`src/rtl/semaforo_pkg.sv`:
```
// Shared types and helpers for the traffic-light monitor: lamp decode,
// monitor states, fault codes and the legal phase order.
package semaforo_pkg;

    typedef enum logic [2:0] {
        LAMP_OFF    = 3'd0,
        LAMP_RED    = 3'd1,
        LAMP_YELLOW = 3'd2,
        LAMP_GREEN  = 3'd3,
        LAMP_MULTI  = 3'd4
    } lamp_e;

    typedef enum logic [1:0] {
        ST_OFF   = 2'd0,
        ST_SYNC  = 2'd1,
        ST_TRACK = 2'd2,
        ST_MAINT = 2'd3
    } mon_state_e;

    typedef enum logic [2:0] {
        F_NONE        = 3'd0,
        F_MULTI       = 3'd1,
        F_DARK        = 3'd2,
        F_ILLEGAL_SEQ = 3'd3,
        F_SHORT       = 3'd4,
        F_LONG        = 3'd5
    } fault_e;

    function automatic lamp_e decode_lamp(input logic r, input logic y, input logic g);
        lamp_e l;
        case ({r, y, g})
            3'b000:  l = LAMP_OFF;
            3'b100:  l = LAMP_RED;
            3'b010:  l = LAMP_YELLOW;
            3'b001:  l = LAMP_GREEN;
            default: l = LAMP_MULTI;
        endcase
        return l;
    endfunction

    function automatic logic is_single(input lamp_e l);
        return (l == LAMP_RED) || (l == LAMP_YELLOW) || (l == LAMP_GREEN);
    endfunction

    // Only meaningful for a single lit lamp; anything else has no successor.
    function automatic lamp_e next_legal(input lamp_e l);
        lamp_e n;
        case (l)
            LAMP_RED:    n = LAMP_GREEN;
            LAMP_GREEN:  n = LAMP_YELLOW;
            LAMP_YELLOW: n = LAMP_RED;
            default:     n = LAMP_OFF;
        endcase
        return n;
    endfunction

endpackage

```
`src/rtl/semaforo_phase_timer.sv`:
```
// Phase length counter with load/saturate and the SHORT/LONG comparisons
// of the running count against the programmed duration of the current lamp.
module semaforo_phase_timer #(
    parameter int WIDTH = 32,
    parameter int TOL   = 1
) (
    input  logic             clk,
    input  logic             rst_n,
    input  logic             clear_i,
    input  logic             load_i,
    input  logic [WIDTH-1:0] dur_i,
    output logic [WIDTH-1:0] cnt_o,
    output logic             short_o,
    output logic             long_o
);

    localparam logic [WIDTH:0] TOL_W = (WIDTH+1)'(TOL);

    logic [WIDTH-1:0] cnt_q, cnt_d;
    logic             long_done_q, long_done_d;
    logic [WIDTH:0]   cnt_ext, dur_ext, lo_bound, hi_bound;
    logic             over;

    // Bounds are one bit wider so dur+TOL cannot wrap and dur-TOL clamps at zero.
    always_comb begin
        cnt_ext     = {1'b0, cnt_q};
        dur_ext     = {1'b0, dur_i};
        lo_bound    = (dur_ext > TOL_W) ? (dur_ext - TOL_W) : '0;
        hi_bound    = dur_ext + TOL_W;
        over        = (dur_i != '0) && (cnt_ext > hi_bound);
        short_o     = (dur_i != '0) && (cnt_ext < lo_bound);
        long_o      = over && !long_done_q;
        cnt_d       = cnt_q;
        long_done_d = long_done_q;
        if (clear_i) begin
            cnt_d       = '0;
            long_done_d = 1'b0;
        end else if (load_i) begin
            cnt_d       = WIDTH'(1);
            long_done_d = 1'b0;
        end else begin
            if (cnt_q != '1) cnt_d = cnt_q + WIDTH'(1);
            if (over) long_done_d = 1'b1;
        end
    end

    always_ff @(posedge clk or negedge rst_n) begin
        if (!rst_n) begin
            cnt_q       <= '0;
            long_done_q <= 1'b0;
        end else begin
            cnt_q       <= cnt_d;
            long_done_q <= long_done_d;
        end
    end

    assign cnt_o = cnt_q;

endmodule

```
`src/rtl/semaforo_monitor.sv`:
```
// Downstream checker for the traffic-light controller: lamp legality, phase
// order and dwell time, with sticky fault reporting and cycle statistics.
module semaforo_monitor
    import semaforo_pkg::*;
#(
    parameter int WIDTH  = 32,
    parameter int TOL    = 1,
    parameter int FCNT_W = 8
) (
    input  logic              clk,
    input  logic              rst_n,
    input  logic              maintenance,
    input  logic              red,
    input  logic              yellow,
    input  logic              green,
    input  logic [WIDTH-1:0]  red_duration,
    input  logic [WIDTH-1:0]  yellow_duration,
    input  logic [WIDTH-1:0]  green_duration,
    input  logic              clear_fault,
    output logic              fault,
    output logic [2:0]        fault_code,
    output logic [FCNT_W-1:0] fault_count,
    output logic [WIDTH-1:0]  cycle_count,
    output logic [WIDTH-1:0]  phase_len,
    output logic              phase_valid
);

    lamp_e             lamp, prev_lamp_q;
    mon_state_e        state_q, state_d;
    fault_e            ev_code;
    logic              checks_on, tracking, changed, prev_lit, cur_lit, lit_to_lit, legal;
    logic [WIDTH-1:0]  dur_sel, cnt;
    logic              t_short, t_long, t_clear;

    logic              fault_q, fault_d;
    logic [2:0]        fault_code_q, fault_code_d;
    logic [FCNT_W-1:0] fault_count_q, fault_count_d;
    logic [WIDTH-1:0]  cycle_count_q, cycle_count_d;
    logic [WIDTH-1:0]  phase_len_q, phase_len_d;
    logic              phase_valid_q, phase_valid_d;

    // The duration that matters is always that of the lamp registered last
    // cycle: it is the phase that is either still running or just ended.
    always_comb begin
        lamp       = decode_lamp(red, yellow, green);
        checks_on  = !maintenance && (state_q != ST_MAINT);
        tracking   = (state_q == ST_SYNC) || (state_q == ST_TRACK);
        changed    = (lamp != prev_lamp_q);
        prev_lit   = is_single(prev_lamp_q);
        cur_lit    = is_single(lamp);
        lit_to_lit = changed && prev_lit && cur_lit;
        legal      = (lamp == next_legal(prev_lamp_q));
        t_clear    = maintenance || (state_q == ST_MAINT);
        case (prev_lamp_q)
            LAMP_RED:    dur_sel = red_duration;
            LAMP_YELLOW: dur_sel = yellow_duration;
            LAMP_GREEN:  dur_sel = green_duration;
            default:     dur_sel = '0;
        endcase
    end

    semaforo_phase_timer #(
        .WIDTH (WIDTH),
        .TOL   (TOL)
    ) u_timer (
        .clk     (clk),
        .rst_n   (rst_n),
        .clear_i (t_clear),
        .load_i  (changed),
        .dur_i   (dur_sel),
        .cnt_o   (cnt),
        .short_o (t_short),
        .long_o  (t_long)
    );

    always_comb begin
        ev_code = F_NONE;
        if (checks_on) begin
            if (lamp == LAMP_MULTI)                                 ev_code = F_MULTI;
            else if (tracking && prev_lit && lamp == LAMP_OFF)      ev_code = F_DARK;
            else if (tracking && lit_to_lit && !legal)              ev_code = F_ILLEGAL_SEQ;
            else if (state_q == ST_TRACK && lit_to_lit && t_short)  ev_code = F_SHORT;
            else if (state_q == ST_TRACK && prev_lit && !changed && t_long)
                                                                    ev_code = F_LONG;
        end
    end

    // A MULTI sample loses track of where the phase began, so fall back to SYNC.
    always_comb begin
        state_d = state_q;
        if (maintenance) begin
            state_d = ST_MAINT;
        end else begin
            case (state_q)
                ST_OFF:   if (cur_lit) state_d = ST_SYNC;
                ST_SYNC: begin
                    if (lamp == LAMP_OFF)           state_d = ST_OFF;
                    else if (lit_to_lit && legal)   state_d = ST_TRACK;
                end
                ST_TRACK: begin
                    if (lamp == LAMP_OFF)           state_d = ST_OFF;
                    else if (lamp == LAMP_MULTI)    state_d = ST_SYNC;
                    else if (lit_to_lit && !legal)  state_d = ST_SYNC;
                end
                ST_MAINT: state_d = (lamp == LAMP_OFF) ? ST_OFF : ST_SYNC;
                default:  state_d = ST_OFF;
            endcase
        end
    end

    always_comb begin
        fault_d       = fault_q;
        fault_code_d  = fault_code_q;
        fault_count_d = fault_count_q;
        cycle_count_d = cycle_count_q;
        phase_len_d   = phase_len_q;
        phase_valid_d = 1'b0;
        if (ev_code != F_NONE) begin
            fault_d = 1'b1;
            if (!fault_q || clear_fault) fault_code_d = ev_code;
            if (fault_count_q != '1) fault_count_d = fault_count_q + FCNT_W'(1);
        end else if (clear_fault) begin
            fault_d      = 1'b0;
            fault_code_d = F_NONE;
        end
        if (checks_on && tracking && lit_to_lit) begin
            phase_len_d   = cnt;
            phase_valid_d = 1'b1;
        end
        if (checks_on && state_q == ST_TRACK && prev_lamp_q == LAMP_YELLOW &&
            lamp == LAMP_RED && ev_code == F_NONE)
            cycle_count_d = cycle_count_q + WIDTH'(1);
    end

    always_ff @(posedge clk or negedge rst_n) begin
        if (!rst_n) begin
            state_q       <= ST_OFF;
            prev_lamp_q   <= LAMP_OFF;
            fault_q       <= 1'b0;
            fault_code_q  <= '0;
            fault_count_q <= '0;
            cycle_count_q <= '0;
            phase_len_q   <= '0;
            phase_valid_q <= 1'b0;
        end else begin
            state_q       <= state_d;
            prev_lamp_q   <= lamp;
            fault_q       <= fault_d;
            fault_code_q  <= fault_code_d;
            fault_count_q <= fault_count_d;
            cycle_count_q <= cycle_count_d;
            phase_len_q   <= phase_len_d;
            phase_valid_q <= phase_valid_d;
        end
    end

    assign fault       = fault_q;
    assign fault_code  = fault_code_q;
    assign fault_count = fault_count_q;
    assign cycle_count = cycle_count_q;
    assign phase_len   = phase_len_q;
    assign phase_valid = phase_valid_q;

endmodule

```
`config.mk`:
```
export PLATFORM = sky130hd
export DESIGN_NAME = semaforo_monitor
export DESIGN_NICKNAME = d
export VERILOG_FILES = /design/src/rtl/semaforo_pkg.sv /design/src/rtl/semaforo_phase_timer.sv /design/src/rtl/semaforo_monitor.sv
export SDC_FILE = /design/constraint.sdc
export NUM_CORES = 1
export LEC_CHECK = 0
export ABC_AREA = 1
export CORE_ASPECT_RATIO = 0.7
export CORE_MARGIN = 4
export CORE_UTILIZATION = 45
export CTS_CLUSTER_SIZE = 40
export DETAILED_ROUTE_END_ITERATION = 7
export GPL_TIMING_DRIVEN = 0
export PLACE_DENSITY_LB_ADDON = 0.05
export SETUP_SLACK_MARGIN = 0.5
export SLEW_MARGIN = 20
export SYNTH_ARGS = -nofsm -noshare
export SYNTH_HDL_FRONTEND = slang
export SYNTH_SLANG_ARGS = --single-unit
export TNS_END_PERCENT = 100
```
`constraint.sdc`:
```
create_clock -name clk -period 8.15 [get_ports clk]
set_input_delay 0.815 -clock clk [delete_from_list [all_inputs] [get_ports clk]]
set_output_delay 0.815 -clock clk [all_outputs]
set_load 0.02 [all_outputs]
```
==> impl_metrics.py <==
metrics = {
    "finish": {
        "nNetsFinal": 1899,
        "insertedDiodeCount": 0,
        "drive_gt1_frac": 0.130,
        "syn2layout_area_growth_pct": 26.0,
    },
    "synthesis": {
        "ys_types": 53,
        "synth_edf_count": 0,
        "synth_cells": 1523,
        "synth.avg_cell_area_um2": 6.98,
        "syn-cell-area_um2": 10600,
        "synth.area.top_cells": "dfrtp_1 (27%), nand2_1 (13%), ha_1 (8.7%)",
        "synth_top_area_frac": 0.271,
        "async_flop_share": 1.00,
        "ys_seq_area_frac": 0.271,
        "yosys_warnings": 0,
        "ys.flop_type": "dfrtp_1",
        "synth_most_common_cell": "nand2_1",
        "syn-num-nets": 1700,
        "ys_ff_latch": 115,
        "synth_commonest_cells": "nand2_1 (369), inv_1 (207), nor2_1 (155), dfrtp_1 (115), nand3_1 (88)",
        "synth_top_cell_by_area": "dfrtp_1",
    },
    "job": {
        "cap_violations": 0,
    },
    "pwr": {
        "power_density_nw_per_um2": 155,
        "totalPowerFinal_w": 0.00208,
        "cellLeakagePower_nw": 6.37,
        "ir_worst_vdd_mv": 0.198,
    },
    "setup_path": {
        "worst-path-buf-inv": 5,
        "reg2regPathDepth": 33,
        "cp-start-kind": "flop",
        "cp_max_fo": 10,
        "r2r_slack_ns": 2.41,
        "crit_path_frequent_cell": "nand2_1",
        "cpPeakStageDelay_ns": 0.52,
        "cp_top_family": "simple AND/OR/NAND/NOR gates",
        "cp_slowest_cell": "clkbuf_1",
        "critPathKind": "reg -> reg",
        "cp_data_required_time_ns": 8.46,
        "regToRegEndpoint": "cycle_count[22]",
        "cp-end-kind": "flop",
        "r2r-start": "prev_lamp_q[2]",
        "arrival_ns": 6.05,
    },
    "min_path": {
        "hold_path_class": "in -> async",
    },
    "floorplanning": {
        "rows": 46,
        "start_util": 0.464,
        "boundaryPins": 180,
        "die_area_um2": 26200,
        "die-width_um": 192,
        "core_area_um2": 22900,
        "die_y_um": 137,
    },
    "cts": {
        "cts.repair.resized": 0,
        "hold_buffers": 0,
        "post_cts_buffers": 0,
        "clock_path_buffers": 2,
        "cts_buffers": 17,
        "cts_tree": "done",
        "clock-sinks": 115,
        "path_clk_slew_ns": 0.06,
        "htreeDepth": 4,
        "clockRootBuffer": "clkbuf_16",
        "clock_latency_ns": 0.42,
    },
    "timing": {
        "tightest_slew_ns": 1.04,
        "period_needed_ns": 5.74,
        "tns_ns": 0,
        "setup_violations": 0,
        "skew_ns": 0.0106,
        "rsz0062_at_grt": "no",
        "timing.slew.headroom": 0.303,
        "slew_viol_final": 0,
        "hold_viol_final": 0,
        "clock.fmax_mhz": 174,
        "final.period_utilization": 0.705,
    },
    "detailed_routing": {
        "drc": 0,
        "routed_wirelength_um": 34100,
        "ant_nets": 0,
        "wl_per_cell_um": 16.7,
        "drtPass1Iterations": 5,
        "num_vias": 10700,
        "drtIter0Drc": 992,
        "viasPerCell": 5.21,
    },
    "grt": {
        "grt_max_degree": 65,
        "use_met2": 0.359,
        "use_met3": 0.0648,
        "grt_use_met1": 0.425,
        "gr-total-overflow": 0,
        "grt_pass1_vias": 9950,
        "grt.busiest_layer": "met1",
        "grt_pass1_wl_um": 54300,
        "antenna_found_initial": 0,
        "grtUsageTotal": 0.265,
    },
    "place": {
        "io_buffers": 179,
        "hpwl_um": 28100,
        "gp_congestion": 0.954,
    },
    "outcome": {
        "status": "completed",
    },
}
==> worst max path at each step <==
stage                          from         endpoint  slack (ns)  depth (start not counted)
floorplan           red_duration[1]  cycle_count[15]        3.79                         31
global route         prev_lamp_q[2]   cycle_count[0]        1.87                         32
detailed placement  red_duration[1]  cycle_count[22]        2.32                         32
global placement              rst_n   fault_count[0]        1.47                          1
finish               prev_lamp_q[2]  cycle_count[22]        2.41                         33
CTS                  prev_lamp_q[2]  cycle_count[22]        2.51                         32
==> power by group <==
part	total (W)	internal (W)	switching, W
clock	0.000711	0.000424	0.000286
combinational	0.000697	0.000280	0.000417
sequential	0.000674	0.000627	0.0000472
total	0.00208	0.00133	0.000750
==> sequential cells by signal, indices dropped and copies added, names as in the netlist <==
name                 cells
cycle_count             32
fault                    1
fault_code               3
fault_count              8
phase_len               32
phase_valid              1
prev_lamp_q              3
state_q                  2
u_timer.cnt_o           32
u_timer.long_done_q      1
==> logic make-up after synthesis <==
group | synth area share
AND/OR/NAND/NOR | 0.380
buffers and inverters | 0.102
flip-flops | 0.271
AO/OA/AOI/OAI | 0.104
XOR/XNOR | 0.0560
adder cells (fa/ha/maj) | 0.0871
==> worst register-to-register path: cells and delay by family, from the launching register on <==
family	cells	cell delay, ns
DFF	1	0.44
AOI/OAI and AO/OA	1	0.05
and+or+nand+nor	26	3.20
buffers and inverters	5	1.59
adders and majority gates	1	0.37
==> per-layer routing <==
metal  wire, µm  part of all wire
met1      17800              0.52
met2      13300              0.39
met5          0                 0
met3       2850             0.083
met4        205            0.0060
==> stage by stage <==
stage | hold WS (ns) | cells | utilization | area [µm²] | setup slack, ns
floorplan | 0.463 | 1523 | - | 10600 | 3.79
finish | 0.345 | 2047 | 0.585 | 13400 | 2.41
detailed placement | 0.465 | 2015 | 0.560 | 12800 | 2.32
CTS | 0.358 | 2047 | 0.585 | 13400 | 2.51
global placement | 0.464 | 2014 | 0.559 | 12800 | 1.47
global route | 0.373 | 2047 | 0.585 | 13400 | 1.87
==> final cells by class <==
cell class	count	area, µm²
fillers	2244	9510
inverters	220	831
repair buffers	180	1820
well taps	312	390
clock inverters	13	113
plain buffers	29	253
multi-input cells	1159	6670
flip-flops and latches	115	2880
clock buffers	19	443
==> placed cells by master (no fill, tap or decap), types with 2 or more instances in the layout <==
cell type        count
clkinv_2             4
nor4_1              15
inv_1              207
nand3_4              4
nor2_2              31
o31ai_1              3
inv_4                2
a31oi_1              2
o21ai_1              2
nand4_2              2
nand2_1            369
nand3_2             11
nand4_1             34
ha_1                74
buf_8                2
a21boi_0             2
buf_4                2
clkdlybuf4s50_1    178
clkbuf_16           17
o21ai_2             33
a21oi_1             55
o21ai_0             66
and3_1               2
buf_6               14
xnor2_1             17
xor2_1              51
clkinvlp_4           6
inv_2               11
nand3_1             88
dfrtp_1            115
nor2_1             155
o211ai_1             2
nor2_4              24
nor3_1              47
clkbuf_1            12
nand2_2             46
clkinv_4             2
a211oi_1             5
(Power assumes the default switching activity.)
